--- config.mk ---
export PLATFORM = sky130hd
export DESIGN_NAME = hazard_controller
export DESIGN_NICKNAME = d
export VERILOG_FILES = /design/src/rtl/hazard_pkg.sv /design/src/rtl/forward_unit.sv /design/src/rtl/hazard_controller.sv
export SDC_FILE = /design/constraint.sdc
export NUM_CORES = 1
export LEC_CHECK = 0
export ABC_AREA = 1
export CAP_MARGIN = 20
export CORE_ASPECT_RATIO = 0.6
export CORE_MARGIN = 8
export CORE_UTILIZATION = 47
export DETAILED_ROUTE_END_ITERATION = 16
export PLACE_DENSITY = 0.81
export SLEW_MARGIN = 20
export SYNTH_ARGS = -nofsm -noshare
export SYNTH_HDL_FRONTEND = slang
export SYNTH_SLANG_ARGS = --single-unit
--- constraint.sdc ---
create_clock -name clk -period 2.2 [get_ports clk]
set_input_delay 0.44 -clock clk [delete_from_list [all_inputs] [get_ports clk]]
set_output_delay 0.44 -clock clk [all_outputs]
set_load 0.1 [all_outputs]
--- src/rtl/hazard_pkg.sv ---
// ---------------------------------------------------------------------------
// hazard_pkg
//   Shared types and constants for the 5-stage core hazard controller.
//   - fwd_sel_t  : Execute-stage ALU operand source select
//   - hz_state_t : hazard controller sequencing state
//   - RES_MEM    : ResultSrc encoding that marks a load
//   - REG_ZERO   : architectural zero register, never forwarded
// ---------------------------------------------------------------------------
package hazard_pkg;

    typedef enum logic [1:0] {
        FWD_RF = 2'b00,   // operand comes from the register file
        FWD_W  = 2'b01,   // operand forwarded from Writeback
        FWD_M  = 2'b10    // operand forwarded from Memory
    } fwd_sel_t;

    typedef enum logic {
        RUN      = 1'b0,
        MEM_WAIT = 1'b1
    } hz_state_t;

    localparam logic [1:0] RES_MEM  = 2'b01;
    localparam logic [4:0] REG_ZERO = 5'd0;

endpackage

--- src/rtl/forward_unit.sv ---
// ---------------------------------------------------------------------------
// forward_unit
//   Combinational operand forwarding select for one Execute-stage source.
//   Ports:
//     rs          in  5  source register of the Execute instruction
//     rd_m        in  5  destination register of the Memory instruction
//     rd_w        in  5  destination register of the Writeback instruction
//     reg_write_m in  1  Memory instruction writes the register file
//     reg_write_w in  1  Writeback instruction writes the register file
//     fwd_sel     out 2  operand source select
// ---------------------------------------------------------------------------
module forward_unit
    import hazard_pkg::*;
(
    input  logic [4:0] rs,
    input  logic [4:0] rd_m,
    input  logic [4:0] rd_w,
    input  logic       reg_write_m,
    input  logic       reg_write_w,
    output fwd_sel_t   fwd_sel
);

    // Memory stage holds the younger result, so it is checked first.
    always_comb begin
        fwd_sel = FWD_RF;
        if (reg_write_m && (rd_m != REG_ZERO) && (rd_m == rs)) begin
            fwd_sel = FWD_M;
        end else if (reg_write_w && (rd_w != REG_ZERO) && (rd_w == rs)) begin
            fwd_sel = FWD_W;
        end
    end

endmodule

--- src/rtl/hazard_controller.sv ---
// ---------------------------------------------------------------------------
// hazard_controller
//   Hazard, stall and forwarding controller for the 5-stage (F/D/E/M/W) core.
//   Forwards ALU operands into Execute, inserts a bubble on load-use,
//   flushes Decode/Execute on taken branches, freezes the pipe while data
//   memory is busy (bounded by MEM_TIMEOUT cycles), and counts stall and
//   branch-flush cycles.
//
//   Parameters:
//     MEM_TIMEOUT  maximum contiguous memory-stall cycles (1..31)
//     CNT_W        width of the saturating performance counters
//   Ports:
//     clk, reset                         clock, synchronous active-high reset
//     Rs1D, Rs2D                         Decode source registers
//     Rs1E, Rs2E, RdE                    Execute source/destination registers
//     RdM, RdW, RegWriteM, RegWriteW     Memory/Writeback writeback info
//     ResultSrcE                         Execute result source (load = RES_MEM)
//     PCSrcE                             branch/jump taken in Execute
//     MemAccessM, mem_ready              data memory access and completion
//     clear_stats                        clear both counters
//     StallF/D/E/M, FlushD/E/W           pipeline register enables
//     ForwardAE, ForwardBE               Execute operand selects
//     mem_error                          sticky memory-timeout flag
//     stall_count, flush_count           saturating performance counters
//
//   Outputs are Mealy: they depend on the current state and this cycle's
//   inputs. All stall/flush/forward outputs are held at zero during reset.
// ---------------------------------------------------------------------------
module hazard_controller
    import hazard_pkg::*;
#(
    parameter int unsigned MEM_TIMEOUT = 15,
    parameter int unsigned CNT_W       = 16
) (
    input  logic             clk,
    input  logic             reset,
    input  logic [4:0]       Rs1D,
    input  logic [4:0]       Rs2D,
    input  logic [4:0]       Rs1E,
    input  logic [4:0]       Rs2E,
    input  logic [4:0]       RdE,
    input  logic [4:0]       RdM,
    input  logic [4:0]       RdW,
    input  logic             RegWriteM,
    input  logic             RegWriteW,
    input  logic [1:0]       ResultSrcE,
    input  logic             PCSrcE,
    input  logic             MemAccessM,
    input  logic             mem_ready,
    input  logic             clear_stats,
    output logic             StallF,
    output logic             StallD,
    output logic             StallE,
    output logic             StallM,
    output logic             FlushD,
    output logic             FlushE,
    output logic             FlushW,
    output logic [1:0]       ForwardAE,
    output logic [1:0]       ForwardBE,
    output logic             mem_error,
    output logic [CNT_W-1:0] stall_count,
    output logic [CNT_W-1:0] flush_count
);

    localparam logic [4:0]       TIMEOUT_CNT = 5'(MEM_TIMEOUT);
    localparam logic [CNT_W-1:0] CNT_ONE     = {{(CNT_W-1){1'b0}}, 1'b1};
    localparam logic [CNT_W-1:0] CNT_MAX     = {CNT_W{1'b1}};

    hz_state_t        state_q, state_d;
    logic [4:0]       wait_cnt_q, wait_cnt_d;
    logic             mem_error_q, mem_error_d;
    logic [CNT_W-1:0] stall_cnt_q, stall_cnt_d;
    logic [CNT_W-1:0] flush_cnt_q, flush_cnt_d;

    fwd_sel_t fwd_a, fwd_b;

    logic lwstall, memwait;
    logic stall_f, stall_d, stall_e, stall_m;
    logic flush_d, flush_e, flush_w;
    logic branch_flush;

    forward_unit u_fwd_a (
        .rs          (Rs1E),
        .rd_m        (RdM),
        .rd_w        (RdW),
        .reg_write_m (RegWriteM),
        .reg_write_w (RegWriteW),
        .fwd_sel     (fwd_a)
    );

    forward_unit u_fwd_b (
        .rs          (Rs2E),
        .rd_m        (RdM),
        .rd_w        (RdW),
        .reg_write_m (RegWriteM),
        .reg_write_w (RegWriteW),
        .fwd_sel     (fwd_b)
    );

    always_comb begin
        lwstall = (ResultSrcE == RES_MEM) && (RdE != REG_ZERO) &&
                  ((RdE == Rs1D) || (RdE == Rs2D));
        memwait = MemAccessM && !mem_ready;

        state_d      = state_q;
        wait_cnt_d   = wait_cnt_q;
        mem_error_d  = mem_error_q;
        stall_f      = 1'b0;
        stall_d      = 1'b0;
        stall_e      = 1'b0;
        stall_m      = 1'b0;
        flush_d      = 1'b0;
        flush_e      = 1'b0;
        flush_w      = 1'b0;
        branch_flush = 1'b0;

        case (state_q)
            RUN: begin
                if (memwait) begin
                    // Freeze F..M; Writeback gets a bubble so the stalled
                    // Memory instruction is not retired twice.
                    stall_f    = 1'b1;
                    stall_d    = 1'b1;
                    stall_e    = 1'b1;
                    stall_m    = 1'b1;
                    flush_w    = 1'b1;
                    state_d    = MEM_WAIT;
                    wait_cnt_d = 5'd1;
                end else if (PCSrcE) begin
                    // The branch discards the Decode instruction, so any
                    // load-use hazard it carried no longer matters.
                    flush_d      = 1'b1;
                    flush_e      = 1'b1;
                    branch_flush = 1'b1;
                end else if (lwstall) begin
                    stall_f = 1'b1;
                    stall_d = 1'b1;
                    flush_e = 1'b1;
                end
            end
            MEM_WAIT: begin
                // Branch and load-use are not evaluated here: the Execute
                // instruction is frozen and re-evaluates after release.
                if (mem_ready) begin
                    state_d    = RUN;
                    wait_cnt_d = 5'd0;
                end else if (wait_cnt_q < TIMEOUT_CNT) begin
                    stall_f    = 1'b1;
                    stall_d    = 1'b1;
                    stall_e    = 1'b1;
                    stall_m    = 1'b1;
                    flush_w    = 1'b1;
                    wait_cnt_d = wait_cnt_q + 5'd1;
                end else begin
                    // Timeout: release the pipe and record the error.
                    state_d     = RUN;
                    wait_cnt_d  = 5'd0;
                    mem_error_d = 1'b1;
                end
            end
            default: begin
                state_d    = RUN;
                wait_cnt_d = 5'd0;
            end
        endcase

        if (reset) begin
            stall_f      = 1'b0;
            stall_d      = 1'b0;
            stall_e      = 1'b0;
            stall_m      = 1'b0;
            flush_d      = 1'b0;
            flush_e      = 1'b0;
            flush_w      = 1'b0;
            branch_flush = 1'b0;
        end

        // clear_stats wins over an increment in the same cycle.
        stall_cnt_d = stall_cnt_q;
        flush_cnt_d = flush_cnt_q;
        if (clear_stats) begin
            stall_cnt_d = '0;
            flush_cnt_d = '0;
        end else begin
            if (stall_f && (stall_cnt_q != CNT_MAX)) begin
                stall_cnt_d = stall_cnt_q + CNT_ONE;
            end
            if (branch_flush && (flush_cnt_q != CNT_MAX)) begin
                flush_cnt_d = flush_cnt_q + CNT_ONE;
            end
        end
    end

    always_ff @(posedge clk) begin
        if (reset) begin
            state_q     <= RUN;
            wait_cnt_q  <= 5'd0;
            mem_error_q <= 1'b0;
            stall_cnt_q <= '0;
            flush_cnt_q <= '0;
        end else begin
            state_q     <= state_d;
            wait_cnt_q  <= wait_cnt_d;
            mem_error_q <= mem_error_d;
            stall_cnt_q <= stall_cnt_d;
            flush_cnt_q <= flush_cnt_d;
        end
    end

    assign StallF      = stall_f;
    assign StallD      = stall_d;
    assign StallE      = stall_e;
    assign StallM      = stall_m;
    assign FlushD      = flush_d;
    assign FlushE      = flush_e;
    assign FlushW      = flush_w;
    assign ForwardAE   = reset ? FWD_RF : fwd_a;
    assign ForwardBE   = reset ? FWD_RF : fwd_b;
    assign mem_error   = mem_error_q;
    assign stall_count = stall_cnt_q;
    assign flush_count = flush_cnt_q;

endmodule

After elaboration in Yosys (flattened, before gate mapping)
Cells that the tools add are included.

Flip-flop bits (word level): 39. Word-level logic and storage cells: 68.

$add $sub $neg: 3. $lt $le $gt $ge: 1. Eq/ne operators: 10. Multiplexer cells: 28. Bitwise operators: 3. Reduce and logical (&&, ||, !) cells: 18.

Operator list (count): $add A16 B1 Y16 const B (2); $ne A16 B16 Y1 const B (2); $eq A5 B5 Y1 (6); $mux W1 (18); $mux W5 (3); $reduce_bool A5 Y1 (3); $logic_and A1 B1 Y1 (11); $pmux W5 S2 (1); $mux W2 (4); $add A5 B1 Y5 const B (1); $lt A5 B4 Y1 const B (1); $pmux W1 S2 (2); $not A1 Y1 (3); $reduce_and A3 Y1 (1); $eq A2 B1 Y1 const B (1); $ne A2 B2 Y1 const B (1); $reduce_or A2 Y1 (1); $logic_not A1 Y1 (1); $logic_or A1 B1 Y1 (1).

Longest topological paths before layout
Gate-level depths: netlist of the first run.

Depth in word-level cells: 9. Depth in mapped cells: 12.

Modules after synthesis
From an unflattened synthesis of the first run, not the netlist that was laid out.

Cell total of the unflattened synthesis: 449. Area, all modules: 2869.0 µm².

By module, submodules not included: hazard_controller (instances 1, cells each 349, area each 2441.1 µm², sequential area each 780.7 µm²); forward_unit (instances 2, cells each 50, area each 214.0 µm², sequential area each 0.0 µm²).

Least setup slack after synthesis of the first run
Ideal clock, no wire load.

Path kind: input port to output port. From: input RdM[3]. To: output ForwardAE[1]. Arrival: 2458 ps. Setup slack: -698 ps. Cell stages on the path: 5. Path buffers: 0. Cells stage by stage: xor2_1 > or2_2 > nor4_1 > inv_1 > nor2_1.

Word-level cells in the longest chain between the ends: 5. Elaborated cells between the ends (all ways): 6. Those cells by class: eq/ne: 1; mux: 2; reduce/logical: 3.

Ends and longest elaborated chain: start, declared (RTL line hazard_controller.sv:42) `input logic [4:0] RdM,`; $reduce_bool A5 Y1 (RTL line forward_unit.sv:26) `if (reg_write_m && (rd_m != REG_ZERO) && (rd_m == rs)) begin`; $logic_and A1 B1 Y1 (RTL line forward_unit.sv:26); $logic_and A1 B1 Y1 * (RTL line forward_unit.sv:26); $mux W2 * (RTL line forward_unit.sv:26); $mux W2 * (RTL line hazard_controller.sv:217) `assign ForwardAE = reset ? FWD_RF : fwd_a;`; end, declared (RTL line hazard_controller.sv:58) `output logic [1:0] ForwardAE,`.

Mark *: on every way between the ends. The rest lies on a longest branch, timed or not.

Worst setup path in the final report of the first run
From: input RdM[4]. To: output ForwardBE[0].

Word-level cells in the longest chain between the ends: 5. Elaborated cells between the ends (all ways): 6. Those cells by class: eq/ne: 1; mux: 2; reduce/logical: 3.

Ends and longest elaborated chain: $reduce_bool A5 Y1 (RTL line forward_unit.sv:26); $logic_and A1 B1 Y1 (RTL line forward_unit.sv:26); $logic_and A1 B1 Y1 * (RTL line forward_unit.sv:26); $mux W2 * (RTL line forward_unit.sv:26); $mux W2 * (RTL line hazard_controller.sv:218) `assign ForwardBE = reset ? FWD_RF : fwd_b;`; end, declared (RTL line hazard_controller.sv:59) `output logic [1:0] ForwardBE,`.

Marks and branches as above.

==> results of run 1 <==
flip-flops by register name, summed over array words and instances, names as in the netlist:
signal	count
wait_cnt_q	5
stall_count	16
mem_error	1
state_q	1
flush_count	16
worst reg2reg max path: stages (launching register included):
cell and delay (ns):
dfxtp_2 0.37, ha_1 0.20, nand2_1 0.15, nor2_4 0.21, nand2_4 0.10, nor3_4 0.21
nand2_4 0.22, nand3_4 0.24, nand2_1 0.10, a21oi_2 0.13
power groups by stage:
stage | Clock [mW] | Sequential [mW] | Combinational, mW
floorplan | 0 | 0.747 | 0.218
detailed placement | 0 | 0.736 | 0.438
finish | 0.623 | 0.721 | 0.465
CTS | 0.634 | 0.720 | 0.453
global placement | 0 | 0.735 | 0.430
global route | 0.672 | 0.721 | 0.491
synth_stat cells, types with 2 or more instances:
library cell | count | area [µm²]
nand4_1 | 7 | 43.8
xor2_1 | 17 | 149
nand2_2 | 4 | 25.0
nor3b_1 | 2 | 15.0
inv_1 | 45 | 169
buf_4 | 4 | 30.0
nor3_1 | 9 | 45.0
nand3_2 | 9 | 90.1
dfxtp_1 | 39 | 781
o21bai_1 | 2 | 15.0
nor2_4 | 2 | 22.5
o21ai_0 | 11 | 55.1
a31oi_1 | 2 | 12.5
nor2_1 | 45 | 169
nand2_1 | 84 | 315
clkbuf_1 | 3 | 11.3
a21oi_1 | 21 | 105
xnor2_1 | 13 | 114
or2_2 | 5 | 31.3
nand3_1 | 25 | 125
a22oi_1 | 2 | 15.0
o41ai_1 | 2 | 17.5
a21oi_2 | 10 | 87.6
ha_1 | 3 | 37.5
nor4_1 | 2 | 12.5
inv_2 | 6 | 22.5
nand2_4 | 2 | 22.5
layer usage:
layer | part of all wire, % | global-route usage [%]
met1 | 43 | 26.3
met4 | 2.1 | 6.30
met3 | 5.6 | 4.64
met2 | 49 | 37.3
met5 | 0 | 0
cell type report:
| type | count | area share [%] |
|---|---|---|
| clock inverters | 2 | 0.840 |
| flip-flops and latches | 39 | 19.1 |
| well taps | 80 | 2.40 |
| repair buffers | 127 | 26.6 |
| multi-input cells | 293 | 44.4 |
| clock buffers | 6 | 1.98 |
| inverters | 51 | 4.68 |
worst min path at each step:
stage / from / to / slack, ns / cells past startpoint
4_1_cts: flush_count[0]$_SDFFE_PP0P_ / flush_count[0]$_SDFFE_PP0P_ / 0.47 / 1
6_report: flush_count[0]$_SDFFE_PP0P_ / flush_count[0]$_SDFFE_PP0P_ / 0.47 / 1
3_3_place_gp: flush_count[0]$_SDFFE_PP0P_ / flush_count[0]$_SDFFE_PP0P_ / 0.44 / 1
3_5_place_dp: flush_count[0]$_SDFFE_PP0P_ / flush_count[0]$_SDFFE_PP0P_ / 0.46 / 1
2_1_floorplan: wait_cnt_q[3]$_SDFFE_PP0P_ / wait_cnt_q[3]$_SDFFE_PP0P_ / 0.48 / 2
5_1_grt: flush_count[0]$_SDFFE_PP0P_ / flush_count[0]$_SDFFE_PP0P_ / 0.48 / 1
through the flow:
| stage | hold WS (ns) | total power [mW] | utilization [%] |
|---|---|---|---|
| 6_report | 0.470 | 1.81 | 74.5 |
| 5_1_grt | 0.480 | 1.88 | 74.5 |
| 4_1_cts | 0.468 | 1.81 | 74.6 |
| 3_5_place_dp | 0.456 | 1.17 | 70.6 |
| 3_3_place_gp | 0.440 | 1.17 | 70.6 |
| 2_1_floorplan | 0.478 | 0.965 | - |
cells by family (layout without fill, tap and decap cells):
logic type               after synthesis  in the layout  share of synthesized area (%)
AO/OA/AOI/OAI                         59             59                           14.7
XOR/XNOR                              30             30                           9.63
adder cells (fa/ha/maj)                3              3                           1.38
buffers and inverters                 61            186                           9.99
flip-flops                            39             39                           28.6
AND/OR/NAND/NOR                      201            201                           35.7
timing repair:
| item | in CTS | in global routing |
|---|---|---|
| pin swaps | 24 | 29 |
| resized for setup | 76 | 38 |
| setup buffers | 4 | 4 |
| setup endpoints to repair | 11 | 10 |
==> metrics, run 1 <==
most frequent cells in the layout nand2_1 (83), buf_4 (72), nor2_1 (39), inv_1 (38), dfxtp_1 (27); number of I/O pins 89; status complete, no violations; multi-input combinational cell area 1850 µm²; TritonCTS buffer count 5; Comb power frac roughly 26%; die area 8580 µm²; internal power roughly 1.3 mW; Switching Fraction 29.6%; Achievable Freq 458 MHz; critical path class input pin to primary output; setup violators final 0; Reg power frac 39.8%; nets@finish 565; Peak VDD IR 0.245 mV; worst r2r src stall_count[0]$_SDFFE_PP0P_; Netlist cell types 44; Final Hold Fails 0; commonest non-fill, non-tap cell in the layout nand2_1; drt drc 0; DRT iter0 DRCs 178; CP Depth 7; Via-to-Cell Ratio 5.20; HPWL after DPL approximately 7 mm; Crit Path Max Fanout 2; clock network power share 34.5%; Placed Cells 583; area of the core roughly 5600 µm²; total routed wirelength 9.30 mm; register area share after synthesis ~29%; Setup crit end ForwardBE[0]; reg2reg path depth 9; Mapped Cells 393; Placement Rows 21; fin. max-slew vios 0; Pre-antenna DRT Iters 5; Slew @ Worst Pin 0.468 ns; DR vias just over 3000; Mean Syn Cell Area 6.94 µm²; Buf/Inv on CP 3; first-pass GRT wire length between 10 and 15 mm; Synth Register Bits 39; Routed Antenna Nets 0; area of the mapped netlist ~2700 µm²; Worst-path clk slew 0.08 ns; H-tree depth 2; Max Root-Sink Buffers 2; Setup crit end kind primary output; Setup crit start RdM[4]; share of cells above drive strength 1 a little over a third; final worst-path cycle share 99.3%; Root Buffer clkbuf_8; chip height 75.0 µm; WP data arrival 1.75 ns; P_leak roughly 1.8 nW; Storage cell area 796 µm²; maximum number of pins on one net before global-route repair 18; IO buf count just under 90; final std cells w/o fill between 500 and 600; gr usage total 21.4%; worst skew pair latency 0.29 ns; # Max-Cap Violations 0; sum of negative setup slack 0 ns; CTS tree yes; syn_nets 441; Die X 114 µm; Fillers about 430; Slowest-stage cell, CP o41ai_4; ys flop type dfxtp_1; Hold Buf Count CTS 0; worst reg-to-reg setup slack 0.22 ns; worst r2r dst stall_count[2]$_SDFFE_PP0P_; initial antenna violation count 0; GPL Wtd Cong around 0.91; ant diodes 0; Setup WS post-layout 0.0143 ns; synth warn 0; Switch Pwr between 0.5 and 0.6 mW; crit-path max cell delay between 0.2 and 0.3 ns; post-route minimum period about 2.2 ns; routed length per placed instance about 16 µm; critical path startpoint category input pin; Worst Skew 0.0106 ns; Synth async-reset ratio 0%; Congestion Overflow GR 0; Post-synth EDFFs 0; dpl cell area 3950 µm²; Syn-to-layout area delta 52.9%; fin area 4170 µm²; slew margin rel. 68.5%; Required @ worst endpoint 1.76 ns; Starting Density 48.8%; total clock sinks 39; crit path cell chain clkdlybuf4s15_1, or2_4, o41ai_4, buf_4, nor4_4, nor2_2, buf_12; Setup WS pre-CTS -0.503 ns; vias in the first global route 2986; crit-path leading delay family buffers and inverters; pwr/cell area 434 nW/µm²; Hold WC Path Type register to register
Power figures use the tool's default switching activity.
==> inputs of run 2 (changes only) <==
Settings changed: CORE_UTILIZATION 47 to 53, DONT_BUFFER_PORTS from default to 1, PLACE_DENSITY 0.81 to 0.68.
Clock period 2.2 ns to 2.7 ns, I/O delays scaled along.
==> run 2 against run 1 <==
Effect of this change: cell area shrank 22%; total power decreased by 28%; sequential share of layout area up 5.0 points; clock power fell by 19%; global-route usage shrank 3.3 points; combinational power fell by 54%; critical path type unchanged; critical endpoint is now ForwardBE[1].
==> metrics, run 2 (same netlist as run 1, synthesis figures left out) <==
most frequent cells in the layout nand2_1 (84), inv_1 (44), nor2_1 (41), buf_4 (40), dfxtp_1 (39); Hold WC Path Type input pin to register; Congestion Overflow GR 0 (unchanged); Crit Path Max Fanout 3 (+1); nets@finish 482 (-15%); first-pass GRT wire length 11.4 mm (-22%); Syn-to-layout area delta 18.6%; crit path cell chain xor2_1, or2_2, nor4_1, inv_1, nor2_2, buf_12; Finished Core Util 64.7% (-9.9 points); # Max-Cap Violations 0 (unchanged); slew margin rel. 66.7% (-1.9 points); WHS 0.304 ns (-0.166 ns); initial antenna violation count 0 (unchanged); status complete, no violations; postcts setup bufs 0 (-4); DRT iter0 DRCs 169 (-5.1%); Placement Rows 20 (-4.8%); Die X 109 µm (-5.0%); GPL Wtd Cong 0.853 (-5.8%); Via-to-Cell Ratio 5.28 (+1.5%); HPWL after DPL 5.61 mm (-18%); final worst-path cycle share 87.6%; Hold Path Stages 1 (unchanged); total clock sinks 39 (unchanged); Root Buffer clkbuf_8; critical path startpoint category input pin; fin. max-slew vios 0 (unchanged); Setup crit end kind primary output; Slew @ Worst Pin 0.496 ns (+0.0281 ns); RSZ-0062 raised after global routing false; WP data arrival 1.82 ns (+0.07 ns); share of cells above drive strength 1 23.4% (-13 points); H-tree depth 2 (unchanged); crit-path max cell delay 0.42 ns (+0.14 ns); setup violators final 0 (unchanged); Overall Power 1.30 mW (-28%); commonest non-fill, non-tap cell in the layout nand2_1; ant diodes 0 (unchanged); IO buf count 0 (-100%); Worst-path clk slew 0.08 ns (about the same); Required @ worst endpoint 2.16 ns (+0.40 ns); routed length per placed instance 14.0 µm (-10%); maximum number of pins on one net before global-route repair 22 (+4); post-cts resize count 0 (-100%); worst skew pair latency 0.30 ns (about the same); die area 7780 µm² (-9.4%); Achievable Freq 423 MHz; Hold Buf Count CTS 0 (unchanged); reg2reg path depth 9 (unchanged); area of the core 5000 µm² (-11%); critical path class input pin to primary output; Peak VDD IR 0.283 mV (+15%); total routed wirelength 7.00 mm (-25%); Buf/Inv on CP 2 (-1); Final Hold Fails 0 (unchanged); CTS tree yes; Max Root-Sink Buffers 2 (unchanged); Worst Skew 0.0121 ns (+0.00157 ns); Starting Density 54.5% (+5.8 points); Routed Antenna Nets 0 (unchanged); crit-path leading delay family simple AND/OR/NAND/NOR gates; drt drc 0 (unchanged); CP Depth 6 (-1); sum of negative setup slack 0 ns (unchanged); P_leak 1.33 nW (-27%); post-route minimum period 2.36 ns; Pre-antenna DRT Iters 5 (unchanged); pwr/cell area 403 nW/µm² (-7.1%); gr usage total 18.1% (-3.3 points); chip height 71.6 µm (-4.6%); vias in the first global route 2271 (-24%); TritonCTS buffer count 5 (unchanged); DR vias 2646 (-15%); Slowest-stage cell, CP nor4_1; number of I/O pins 89 (unchanged)
==> run 2: power by group <==
part / switching, mW / internal, mW
clock: 0.230 / 0.276
sequential: 0.00630 / 0.579
combinational: 0.149 / 0.0643
total: 0.385 / 0.919
==> run 2: layout make-up <==
| cell class | instances | area [µm²] |
|---|---|---|
| tap | 66 | 82.6 |
| sequential | 39 | 781 |
| inverter | 51 | 191 |
| timing repair buffer | 44 | 380 |
| clock inverter | 3 | 43.8 |
| fill | 463 | 1770 |
| clock buffer | 5 | 68.8 |
| multi-input combinational | 293 | 1690 |
==> run 2: through the flow <==
stage | cells | cell area [µm²] | setup slack (ns)
floorplan | 393 | 2740 | -0.0232
global route | 501 | 3240 | 0.257
detailed placement | 493 | 3120 | 0.339
global placement | 493 | 3120 | 0.364
finish | 501 | 3240 | 0.336
CTS | 501 | 3240 | 0.335
==> run 2: worst paths after layout <==
kind | start | end | slack (ns)
worst max-delay path | Rs2E[2] | ForwardBE[1] | 0.34
worst min-delay path | reset | mem_error$_SDFFE_PP0P_ | 0.30
worst max register to register | stall_count[1]$_SDFFE_PP0P_ | stall_count[13]$_SDFFE_PP0P_ | 0.84
worst min register to register | flush_count[4]$_SDFFE_PP0P_ | flush_count[4]$_SDFFE_PP0P_ | 0.48
==> run 2: layer usage <==
layer	up-vias	share of wire, %	track usage, %
li1	1358	-	-
met5	-	0	0
met1	1190	47	25.4
met4	0	0.63	3.62
met2	94	42	25.9
met3	4	9.7	6.18
==> inputs of run 3 (changes only) <==
Settings changed: ABC_CLOCK_PERIOD_IN_PS from default to 2700.
==> results of run 3 <==
No change in the layout: final DEF, timing and power equal those of run 2.
